**config.mk**
```make
export PLATFORM = sky130hd
export DESIGN_NAME = imem_program_loader
export DESIGN_NICKNAME = d
export VERILOG_FILES = /design/src/rtl/mips_pkg.sv /design/src/rtl/loader_word_assembler.sv /design/src/rtl/imem_program_loader.sv
export SDC_FILE = /design/constraint.sdc
export NUM_CORES = 1
export LEC_CHECK = 0
export ABC_AREA = 0
export BUFFER_PORTS_ARGS = -buffer_cell sky130_fd_sc_hd__buf_2
export CORE_ASPECT_RATIO = 1.4
export CORE_MARGIN = 5
export CORE_UTILIZATION = 59
export CTS_CLUSTER_SIZE = 8
export DETAILED_ROUTE_END_ITERATION = 8
export HOLD_SLACK_MARGIN = 0.15
export PLACE_DENSITY = 0.76
export SLEW_MARGIN = 10
export SYNTH_ARGS = -nofsm -noshare
export SYNTH_HDL_FRONTEND = slang
export SYNTH_HIERARCHICAL = 1
export SYNTH_SLANG_ARGS = --single-unit
```
**constraint.sdc**
```tcl
create_clock -name clk -period 3.6 [get_ports clk]
set_clock_uncertainty 0.1 [all_clocks]
set_input_delay 0.36 -clock clk [delete_from_list [all_inputs] [get_ports clk]]
set_output_delay 0.36 -clock clk [all_outputs]
set_load 0.02 [all_outputs]
```
**src/rtl/mips_pkg.sv**
```systemverilog
// Shared types and constants for the instruction-memory program loader.
package mips_pkg;

  // Loader FSM states.
  typedef enum logic [2:0] {
    StIdle,
    StLenHi,
    StLenLo,
    StData,
    StCheck,
    StDone,
    StError
  } loader_state_e;

  // Bytes of length header in front of the payload.
  localparam int unsigned HeaderBytes = 2;

  // Instruction word width in bits.
  localparam int unsigned InstrWidth = 32;

  // True in the states that accept stream bytes.
  function automatic logic is_receive(loader_state_e s);
    return (s == StLenHi) || (s == StLenLo) || (s == StData) || (s == StCheck);
  endfunction

endpackage

```
**src/rtl/loader_word_assembler.sv**
```systemverilog
// Packs big-endian bytes into instruction words and emits a one-cycle word_valid pulse.
module loader_word_assembler
  import mips_pkg::*;
(
  input  logic                  clk,
  input  logic                  reset,
  input  logic                  clear,
  input  logic                  byte_valid,
  input  logic [7:0]            byte_data,
  output logic                  last_byte,
  output logic                  word_valid,
  output logic [InstrWidth-1:0] word
);

  localparam int unsigned BytesPerWord = InstrWidth / 8;

  logic [1:0]            cnt_q;
  logic [InstrWidth-9:0] shift_q;
  logic                  word_valid_q;
  logic [InstrWidth-1:0] word_q;

  // The incoming byte completes a word when three bytes are already held.
  always_comb begin
    last_byte = (cnt_q == 2'(BytesPerWord - 1));
  end

  // Shift register, byte counter and the held output word.
  always_ff @(posedge clk or negedge reset) begin
    if (!reset) begin
      cnt_q        <= '0;
      shift_q      <= '0;
      word_valid_q <= 1'b0;
      word_q       <= '0;
    end else begin
      word_valid_q <= 1'b0;
      if (clear) begin
        cnt_q   <= '0;
        shift_q <= '0;
      end else if (byte_valid) begin
        shift_q <= {shift_q[InstrWidth-17:0], byte_data};
        cnt_q   <= cnt_q + 2'd1;
        if (last_byte) begin
          word_valid_q <= 1'b1;
          word_q       <= {shift_q, byte_data};
        end
      end
    end
  end

  assign word_valid = word_valid_q;
  assign word       = word_q;

endmodule

```
**src/rtl/imem_program_loader.sv**
```systemverilog
// Receives a length-prefixed, XOR-checksummed program image over a byte stream and writes it
// into instruction memory, holding the core in reset until the image is verified.
module imem_program_loader
  import mips_pkg::*;
#(
  parameter int unsigned ADDR_WIDTH     = 8,
  parameter int unsigned TIMEOUT_CYCLES = 1000
) (
  input  logic                  clk,
  input  logic                  reset,
  input  logic                  start,
  input  logic                  in_valid,
  input  logic [7:0]            in_data,
  output logic                  in_ready,
  output logic                  imem_we,
  output logic [ADDR_WIDTH-1:0] imem_addr,
  output logic [InstrWidth-1:0] imem_wdata,
  output logic                  core_run,
  output logic                  done,
  output logic                  error,
  output logic [ADDR_WIDTH:0]   words_loaded
);

  localparam int unsigned LenWidth = HeaderBytes * 8;
  localparam int unsigned MaxWords = 1 << ADDR_WIDTH;

  loader_state_e         state_q, state_d;
  logic [7:0]            len_hi_q;
  logic [ADDR_WIDTH:0]   len_q;
  logic [7:0]            csum_q;
  logic [31:0]           tmo_q;
  logic [ADDR_WIDTH:0]   words_q;
  logic [ADDR_WIDTH-1:0] addr_q;

  logic                  accept;
  logic                  start_ok;
  logic                  data_accept;
  logic                  last_byte;
  logic                  word_done;
  logic [LenWidth-1:0]   len_full;

  // Handshake and event decode.
  always_comb begin
    in_ready    = is_receive(state_q);
    accept      = in_valid && in_ready;
    start_ok    = start && ((state_q == StIdle) || (state_q == StDone) || (state_q == StError));
    data_accept = accept && (state_q == StData);
    word_done   = data_accept && last_byte;
    len_full    = {len_hi_q, in_data};
  end

  loader_word_assembler u_asm (
    .clk        (clk),
    .reset      (reset),
    .clear      (start_ok),
    .byte_valid (data_accept),
    .byte_data  (in_data),
    .last_byte  (last_byte),
    .word_valid (imem_we),
    .word       (imem_wdata)
  );

  // Next-state logic; the idle timeout overrides the per-state transition.
  always_comb begin
    state_d = state_q;
    unique case (state_q)
      StIdle, StDone, StError: begin
        if (start) state_d = StLenHi;
      end
      StLenHi: begin
        if (accept) state_d = StLenLo;
      end
      StLenLo: begin
        if (accept) begin
          if (32'(len_full) > MaxWords) state_d = StError;
          else if (len_full == '0)      state_d = StCheck;
          else                          state_d = StData;
        end
      end
      StData: begin
        if (word_done && ((words_q + 1'b1) == len_q)) state_d = StCheck;
      end
      StCheck: begin
        if (accept) state_d = (in_data == csum_q) ? StDone : StError;
      end
      default: state_d = StIdle;
    endcase
    if (is_receive(state_q) && !accept && (TIMEOUT_CYCLES != 0) &&
        ((tmo_q + 32'd1) == TIMEOUT_CYCLES)) begin
      state_d = StError;
    end
  end

  // State, length, checksum, timeout and write-address registers.
  always_ff @(posedge clk or negedge reset) begin
    if (!reset) begin
      state_q  <= StIdle;
      len_hi_q <= '0;
      len_q    <= '0;
      csum_q   <= '0;
      tmo_q    <= '0;
      words_q  <= '0;
      addr_q   <= '0;
    end else begin
      state_q <= state_d;
      if (start_ok || accept || !is_receive(state_q)) tmo_q <= '0;
      else                                            tmo_q <= tmo_q + 32'd1;
      if (start_ok) begin
        csum_q   <= '0;
        words_q  <= '0;
        len_hi_q <= '0;
        len_q    <= '0;
      end else begin
        if (accept && (state_q != StCheck)) csum_q <= csum_q ^ in_data;
        if (accept && (state_q == StLenHi)) len_hi_q <= in_data;
        if (accept && (state_q == StLenLo)) len_q <= len_full[ADDR_WIDTH:0];
        if (word_done) begin
          words_q <= words_q + 1'b1;
          addr_q  <= words_q[ADDR_WIDTH-1:0];
        end
      end
    end
  end

  // Status outputs decode straight from the state so they track it exactly.
  always_comb begin
    core_run     = (state_q == StDone);
    done         = (state_q == StDone);
    error        = (state_q == StError);
    imem_addr    = addr_q;
    words_loaded = words_q;
  end

endmodule

```
==> flow_summary.json, run 1 <==
{
  "status": "finished, final reports clean",
  "synthArstFlopShare_pct": 100,
  "synth_seq_cells": 136,
  "cts_tree": "built",
  "gp_congestion": 0.871,
  "ys_top_cells_by_count": "dfrtp_1, nor2_1, nand2_1",
  "register_area_um2": 3400,
  "ys.flop_type": "dfrtp_1",
  "min_path_type": "primary input to flop",
  "die_width_um": 101,
  "cp-start-kind": "flop",
  "drive_gt1_share_pct": 21.7,
  "grt_max_degree": 94,
  "vias_per_cell": 5.90,
  "first_iter_violations": 271,
  "rsz0062_at_grt": "false",
  "synth_area_um2": 6860,
  "n_fill_cell": 790,
  "antenna_found_initial": 0,
  "path_max_fanout": 7,
  "vias": 5087,
  "synth.top_cell.area_share_pct": 49.6,
  "yosys_warnings": 6,
  "hold_buffers": 1,
  "p_leak_nw": 3.81,
  "first_pass_iters": 5,
  "postSynthCellCount": 644,
  "cts_root_buf": "clkbuf_16",
  "overflow": 0,
  "routed_wl_um": 15100,
  "peakVddDrop_uv": 419,
  "io_buffers": 65,
  "tns_ns": 0,
  "cts_buffer_depth": 2,
  "ant_nets": 0,
  "io_pins": 66,
  "worstSkewPairLatency_ns": 0.42,
  "drc": 0,
  "slew_headroom_pct": 44.6,
  "seq_area_frac_synth_pct": 49.6,
  "syn_nets": 660,
  "final_area_um2": 7860,
  "post-cts-setup-buffers": 0,
  "post_cts_resized": 0,
  "syn2layout_area_growth_pct": 14.5,
  "synth_edf_count": 0,
  "cts_sinks": 136,
  "place_area_um2": 7270,
  "start_util_pct": 60.5,
  "multiInputGateArea_um2": 3290,
  "ys_types": 60,
  "crit_required_ns": 3.80,
  "grt_pass1_vias": 5078,
  "dieArea_um2": 13900,
  "arrival_ns": 3.01,
  "hold_violations": 0,
  "die_h_um": 138,
  "dp_hpwl_um": 10200,
  "powerDensity_nw_per_um2": 643,
  "syn-mean-instance-area_um2": 10.7,
  "rows": 46,
  "synth_most_common_cell": "dfrtp_1",
  "fmax_mhz": 356,
  "synthTopCellsByArea": "dfrtp_1, mux2_4, xnor2_1, nor2_1, mux2i_1",
  "final_nets": 721,
  "setup_violations": 0,
  "cts_buffers": 17,
  "critPathKind": "flop to flop",
  "slew_violations": 0,
  "core_area_um2": 11300,
  "min_delay_path_depth": 3,
  "end_kind": "flop",
  "antenna_cells": 0,
  "tightest_slew_ns": 0.830,
  "fin_crit_ns": 2.81,
  "cts-htree-levels": 4,
  "gr-usage-all-layers_pct": 22.9,
  "clk_pin_slew_ns": 0.06,
  "wire_per_inst_um": 17.5,
  "yosys.area.top_type": "dfrtp_1",
  "post-route-period-util_pct": 78.0,
  "maxCapViolCount": 0,
  "grt_pass1_wl_um": 25100,
  "rr_worst_depth": 8
}
## flip-flops by register name (all words and copies together), names as in the netlist
signal,cells
len_q,9
tmo_q,32
u_asm/shift_q,24
state_q,3
u_asm/word_valid,1
csum_q,8
len_hi_q,8
imem_addr,8
words_loaded,9
u_asm/cnt_q,2
u_asm/word,32
## through the flow
stage / hold WS (ns) / worst slack, ns / total power [mW] / std cells / utilization, %
floorplan: -0.0356 / 0.947 / 2.98 / 644 / -
global placement: 0.381 / 0.929 / 3.28 / 829 / 64.1
detailed placement: 0.390 / 0.845 / 3.35 / 829 / 64.1
CTS: 0.156 / 0.806 / 5.08 / 862 / 69.3
global route: 0.178 / 0.629 / 5.33 / 862 / 69.3
finish: 0.166 / 0.791 / 5.05 / 862 / 69.3
## metal layers
| layer | track usage [%] | up-vias | share of wire (%) |
|---|---|---|---|
| li1 | - | 2371 | - |
| met1 | 28.7 | 2543 | 41 |
| met2 | 38.5 | 150 | 52 |
| met3 | 5.22 | 23 | 4.9 |
| met4 | 8.20 | 0 | 2.2 |
| met5 | 0 | - | 0 |
## report_power, final
group / internal (mW) / switching, mW
clock: 0.979 / 0.727
combinational: 0.498 / 0.728
sequential: 1.81 / 0.308
total: 3.29 / 1.76
## cell usage in the layout, fill, tap and decap left out, types with 17 or more instances in the layout
master     instances
clkbuf_16         17
mux2i_1           32
xor2_1            24
nand2_1           60
nand3_1           22
nor2_1            89
mux2_4            29
o21ai_0           29
dfrtp_1          136
buf_2             64
xnor2_1           39
## path summary, 6_finish.rpt
kind	start	to	slack (ns)
max in group asynchronous	reset	u_asm/cnt_q[1]	2.05
min in group asynchronous	reset	u_asm/word[2]	0.48
worst min-delay path	in_data[1]	len_hi_q[1]	0.17
worst max-delay path	words_loaded[0]	state_q[1]	0.79
worst max register to register	words_loaded[0]	state_q[1]	0.79
worst min register to register	imem_addr[3]	imem_addr[3]	0.40
## cell families after synthesis
kind of cell,share of synthesized area (%)
AND/OR/NAND/NOR,19.1
flip-flops,49.6
AO/OA/AOI/OAI,6.89
multiplexers,13.0
XOR/XNOR,8.04
buffers and inverters,2.64
adder cells (fa/ha/maj),0.730
## layout make-up
| cell class | count | area share (%) |
|---|---|---|
| clock buffers | 17 | 5.41 |
| clock inverters | 15 | 1.99 |
| inverters | 5 | 0.239 |
| multi-input cells | 474 | 41.9 |
| flip-flops and latches | 136 | 43.3 |
| well taps | 144 | 2.29 |
| repair buffers | 71 | 4.82 |
## critical path: stages (launching register included)
cell	delay, ns
dfrtp_1	0.47
ha_1	0.32
nand3_2	0.15
or3_1	0.38
a2111o_1	0.42
a2111oi_2	0.37
o22ai_1	0.21
mux2i_1	0.18
nand2_1	0.08
(Power assumes the default switching activity.)
==> run 2, diff against run 1 <==
--- a/config.mk
+++ b/config.mk
@@ -5,15 +5,15 @@
 export SDC_FILE = /design/constraint.sdc
 export NUM_CORES = 1
 export LEC_CHECK = 0
-export ABC_AREA = 0
+export ABC_AREA = 1
 export BUFFER_PORTS_ARGS = -buffer_cell sky130_fd_sc_hd__buf_2
 export CORE_ASPECT_RATIO = 1.4
 export CORE_MARGIN = 5
-export CORE_UTILIZATION = 59
+export CORE_UTILIZATION = 60
 export CTS_CLUSTER_SIZE = 8
 export DETAILED_ROUTE_END_ITERATION = 8
 export HOLD_SLACK_MARGIN = 0.15
-export PLACE_DENSITY = 0.76
+export PLACE_DENSITY = 0.77
 export SLEW_MARGIN = 10
 export SYNTH_ARGS = -nofsm -noshare
 export SYNTH_HDL_FRONTEND = slang
==> constraint.sdc (replaced) <==
create_clock -name clk -period 2.85 [get_ports clk]
set_clock_uncertainty 0.1 [all_clocks]
set_input_delay 0.285 -clock clk [delete_from_list [all_inputs] [get_ports clk]]
set_output_delay 0.285 -clock clk [all_outputs]
set_load 0.02 [all_outputs]
==> flow_summary.json, run 2 <==
{
  "crit_slowest_cell": "dfrtp_1",
  "cts_tree": "built",
  "core_area_um2": 11900,
  "cp_top_family": "simple AND/OR/NAND/NOR gates",
  "cts_buffers": 17,
  "tns_ns": 0,
  "gr-usage-all-layers_pct": 24.5,
  "fmax_mhz": 431,
  "cp-start-kind": "flop",
  "layout_common_cells": "nand2_1, dfrtp_1, nor2_1",
  "cts_sinks": 136,
  "cts_buffer_depth": 2,
  "vias": 6177,
  "dieArea_um2": 14500,
  "crit_required_ns": 3.05,
  "overflow": 0,
  "min_delay_path_depth": 4,
  "setup_violations": 0,
  "yosys.area.top_type": "dfrtp_1",
  "worstSkewPairLatency_ns": 0.42,
  "rr_worst_depth": 12,
  "hold_violations": 0,
  "slowest_delay_ns": 0.42,
  "grt_pass1_vias": 5919,
  "antenna_cells": 0,
  "crit_buf_inv": 5,
  "grt_pass1_wl_um": 28200,
  "status": "finished, final reports clean",
  "hold-worst-slack_ns": 0.224,
  "cts-htree-levels": 4,
  "grt_max_degree": 53,
  "io_pins": 66,
  "gp_congestion": 0.941,
  "synth.top_cell.area_share_pct": 46.5,
  "synth_area_um2": 7310,
  "synth_seq_cells": 136,
  "n_fill_cell": 978,
  "drc": 0,
  "rsz0062_at_grt": "false",
  "final_core_util_pct": 70.8,
  "worstPathCellList": "inv_1 > nand2_1 > nor2_1 > nor3_2 > inv_1 > nand2_2 > inv_2 > inv_2 > nand3_4 > buf_4 > nand2_4 > nand2_1",
  "synth_edf_count": 0,
  "ant_nets": 0,
  "synthArstFlopShare_pct": 100,
  "cts_root_buf": "clkbuf_16",
  "synth.area.mux_share_pct": 0,
  "wire_per_inst_um": 14.9,
  "r2r_start": "state_q[1]",
  "die_h_um": 141,
  "post-route-period-util_pct": 81.5,
  "start_util_pct": 61.6,
  "critPathKind": "flop to flop",
  "layout_commonest_cell": "nand2_1",
  "yosys_warnings": 6,
  "postSynthCellCount": 897,
  "layoutNonFillerInstCount": 1129,
  "syn2layout_area_growth_pct": 15.0,
  "ys_top_cells_by_count": "nand2_1, dfrtp_1, nor2_1",
  "p_leak_nw": 4.16,
  "die_width_um": 103,
  "drive_gt1_share_pct": 19.8,
  "synth_top_family_by_area": "simple AND/OR/NAND/NOR gates",
  "dp.cells": 1088,
  "arrival_ns": 2.52,
  "clk_pin_slew_ns": 0.06,
  "min_path_type": "primary input to flop",
  "io_buffers": 65,
  "fin_crit_ns": 2.32,
  "synth-compound-area-share_pct": 6.21,
  "powerDensity_nw_per_um2": 788,
  "slew_violations": 0,
  "synth_most_common_cell": "nand2_1",
  "tightest_slew_ns": 0.590,
  "final_nets": 985,
  "synthTopCellsByArea": "dfrtp_1, nand2_1, nor2_1, nand2_4, nand4_1",
  "first_iter_violations": 416,
  "peakVddDrop_uv": 534,
  "synth_xor_area_share_pct": 1.44,
  "ys.flop_type": "dfrtp_1",
  "first_pass_iters": 6,
  "antenna_found_initial": 0,
  "seq_area_frac_synth_pct": 46.5,
  "synth_fa_ha_area_share_pct": 0.684,
  "syn-mean-instance-area_um2": 8.15,
  "ys_types": 33,
  "hold_start": "start",
  "dp_hpwl_um": 11900,
  "rows": 47,
  "vias_per_cell": 5.47,
  "syn_nets": 913,
  "routed_wl_um": 16900,
  "slew_headroom_pct": 60.6,
  "path_depth": 12,
  "setup.worst_path.start": "state_q[1]",
  "synth-simple-area-share_pct": 38.3,
  "maxCapViolCount": 0,
  "path_max_fanout": 11,
  "end_kind": "flop"
}
## run 2: cell count changes after synthesis, sizes merged, moves of 12 or more
cell | previous run | this run
and3 | 15 | 0
buf | 15 | 27
inv | 5 | 63
mux2 | 41 | 0
mux2i | 32 | 0
nand2 | 61 | 337
nand3 | 23 | 54
nand3b | 4 | 16
nand4 | 15 | 43
nor2 | 90 | 110
xnor2 | 39 | 5
xor2 | 24 | 7
## run 2: worst paths after layout
kind	to	slack, ns
max	u_asm/word[26]	0.53
min	len_q[8]	0.22
max reg2reg	u_asm/word[26]	0.53
min reg2reg	u_asm/word[31]	0.37
max in group asynchronous	u_asm/word[30]	1.55
min in group asynchronous	imem_addr[7]	0.26
## run 2: stage by stage
stage | cell area (um2) | worst slack [ns] | power, mW
finish | 8410 | 0.529 | 6.62
global route | 8410 | 0.276 | 7.01
detailed placement | 7680 | 0.540 | 4.25
global placement | 7680 | 0.579 | 4.22
floorplan | 7310 | 0.832 | 3.92
CTS | 8410 | 0.509 | 6.65
## run 2: cell families (layout without fill, tap and decap cells)
family          count (synthesis)  in the layout
compound gates                 79             79
xor+xnor                       12             12
fa+ha+maj                       4              4
buf+inv                        95            180
flops                         136            136
simple gates                  571            571
## run 2: routing by layer
metal	vias to the layer above	GRT usage, %	routed length (um)
li1	3053	-	-
met1	2893	30.4	6730
met2	200	41.9	8730
met3	31	4.35	942
met4	0	9.55	449
met5	-	0	0
## run 2: report_power, final
part	internal, mW	switching (mW)
logic	0.544	1.17
clock network	1.48	0.887
registers	2.27	0.273
total	4.29	2.33
## run 2: worst register-to-register path, stage by stage (launching register included)
cell and delay, ns:
dfrtp_1 0.42, inv_1 0.10, nand2_1 0.08, nor2_1 0.07, nor3_2 0.22, inv_1 0.07, nand2_2 0.19, inv_2 0.16
inv_2 0.12, nand3_4 0.23, buf_4 0.32, nand2_4 0.07, nand2_1 0.06
## run 2: layout make-up
| type | instances | area, um2 | share of cell area [%] |
|---|---|---|---|
| sequential | 136 | 3400 | 40.5 |
| clock buffer | 17 | 425 | 5.06 |
| inverter | 63 | 236 | 2.81 |
| timing repair buffer | 85 | 529 | 6.29 |
| multi-input combinational | 666 | 3410 | 40.6 |
| tap | 147 | 184 | 2.19 |
| clock inverter | 15 | 215 | 2.56 |
## run 2: what timing repair did
item,in CTS,in global routing
setup buffers,0,0
gates resized for setup,0,0
endpoints found under the hold margin,123,0
setup endpoints to repair,0,0
hold buffers,9,0
==> run 3, diff against run 2 <==
==> constraint.sdc (replaced) <==
create_clock -name clk -period 2.2 [get_ports clk]
set_clock_uncertainty 0.1 [all_clocks]
set_input_delay 0.22 -clock clk [delete_from_list [all_inputs] [get_ports clk]]
set_output_delay 0.22 -clock clk [all_outputs]
set_load 0.02 [all_outputs]
==> flow_summary.json, run 3 (synthesis gave the netlist of run 2 again) <==
{
  "hold_violations": 0,
  "path_max_fanout": 4,
  "power.share.switching_pct": 35.8,
  "setup_ws_ns": 0.0687,
  "hold-worst-slack_ns": 0.181,
  "multiInputGateArea_um2": 3480,
  "wire_per_inst_um": 15.4,
  "drive_gt1_share_pct": 21.7,
  "cts_buffers": 17,
  "crit_required_ns": 2.41,
  "met2_length_um": 9420,
  "hold_start": "in_valid",
  "place_ws_ns": 0.0985,
  "post-route-period-util_pct": 96.9,
  "drc": 0,
  "rsz0062_at_grt": "true",
  "core_area_um2": 11900,
  "routed_wl_um": 17500,
  "critPathKind": "flop to flop",
  "grt_max_degree": 63,
  "min_delay_path_depth": 4,
  "cts_buffer_depth": 2,
  "slew_violations": 0,
  "cts_sinks": 136,
  "power_frac_clock_pct": 34.2,
  "n_fill_cell": 958,
  "final_area_um2": 8570,
  "place_area_um2": 7730,
  "syn2layout_area_growth_pct": 17.2,
  "peakVddDrop_uv": 597,
  "ant_nets": 0,
  "cts_tree": "built",
  "p_leak_nw": 4.23,
  "layout_common_cells": "nand2_1, dfrtp_1, nor2_1",
  "die_h_um": 141,
  "antenna_cells": 0,
  "layoutNonFillerInstCount": 1141,
  "rows": 47,
  "gp_congestion": 0.895,
  "dieArea_um2": 14500,
  "tightest_slew_ns": 0.612,
  "pwr-share-comb_pct": 28.0,
  "cts_root_buf": "clkbuf_16",
  "end_kind": "flop",
  "gr-usage-all-layers_pct": 25.2,
  "final_core_util_pct": 72.1,
  "register_area_um2": 3410,
  "first_pass_iters": 5,
  "maxCapViolCount": 0,
  "layout_commonest_cell": "nand2_1",
  "seqPwrFrac_pct": 37.7,
  "final_nets": 997,
  "overflow": 0,
  "rr_worst_depth": 13,
  "first_iter_violations": 397,
  "setup_violations": 0,
  "grt_pass1_wl_um": 28700,
  "r2r_start": "tmo_q[8]",
  "powerDensity_nw_per_um2": 1010,
  "status": "finished, final reports clean",
  "min_path_type": "primary input to flop",
  "grt_pass1_vias": 6101,
  "worstSkewPairLatency_ns": 0.43,
  "p_int_mw": 5.57,
  "p_sw_mw": 3.10,
  "io_buffers": 65,
  "met1Wirelength_um": 6730,
  "cts-htree-levels": 4,
  "fin_crit_ns": 2.13,
  "arrival_ns": 2.34,
  "vias_per_cell": 5.51,
  "fmax_mhz": 469,
  "hold_end": "len_hi_q[0]",
  "io_pins": 66,
  "dr_wl_met3_um": 887,
  "start_util_pct": 61.6,
  "slew_headroom_pct": 59.2,
  "r2r_slack_ns": 0.07,
  "dp.cells": 1094,
  "die_width_um": 103,
  "vias": 6284,
  "tns_ns": 0,
  "finalPower_mw": 8.68,
  "dp_hpwl_um": 12100,
  "r2r_end": "state_q[0]",
  "clk_pin_slew_ns": 0.06,
  "antenna_found_initial": 0,
  "dr.max_layer_used": "met4",
  "cp-start-kind": "flop"
}
==> run 3: changes by cell type in the layout (fill, tap and decap cells not counted), moves of 3 or more <==
cell	delta
inv_6	+3
o21ai_1	+3
o21ai_0	-3
nor2_1	-4
clkinv_4	-3
nor2_4	+3
buf_4	+5
==> run 3: worst max path at each step <==
stage                                    to            start  cells after the start  slack [ns]
after floorplan           u_asm/shift_q[21]       state_q[1]                     12        0.18
after global placement           state_q[1]  words_loaded[0]                     15        0.10
after detailed placement         state_q[0]         tmo_q[1]                     14         0.1
after CTS                        state_q[0]         tmo_q[1]                     14        0.07
after global routing             state_q[0]         tmo_q[0]                     14       -0.09
final                            state_q[0]         tmo_q[8]                     13        0.07
==> run 3: repair_timing <==
item,4_1_cts,5_1_grt
hold buffers,11,0
endpoints found under the setup margin,0,34
setup buffers,0,3
gates resized for setup,0,22
hold endpoints to repair,168,0
==> run 3: worst max-delay path, stage by stage (launching register included) <==
cell and delay [ns]:
dfrtp_1 0.40, nand2_1 0.13, nor2_1 0.25, nand2_1 0.09
nor2_1 0.25, nand2_1 0.10, nand2_1 0.08, nand2_1 0.09
nor2_1 0.11, nand2_1 0.07, nor2_2 0.12, nand2_1 0.07
nor2_1 0.11, nor2_1 0.05
==> run 3: per-layer routing <==
| metal | track usage (%) | vias to the layer above |
|---|---|---|
| li1 | - | 3080 |
| met1 | 29.8 | 2980 |
| met2 | 43.8 | 186 |
| met3 | 5.09 | 38 |
| met4 | 10.2 | 0 |
| met5 | 0 | - |
==> run 3: power by group through the flow <==
stage | Clock, mW | Sequential [mW] | Combinational, mW
6_report | 2.97 | 3.27 | 2.43
5_1_grt | 3.13 | 3.33 | 2.73
4_1_cts | 3.01 | 3.27 | 2.34
3_5_place_dp | 0 | 3.31 | 2.30
3_3_place_gp | 0 | 3.30 | 2.26
2_1_floorplan | 0 | 3.28 | 1.79
==> run 3: area by class of cell <==
cell class	instances	area share [%]
Timing Repair Buffer	96	7.58
Sequential cell	136	39.7
Inverter	63	2.76
Tap cell	147	2.15
Multi-Input combinational cell	667	40.6
Clock buffer	17	4.96
Clock inverter	15	2.21
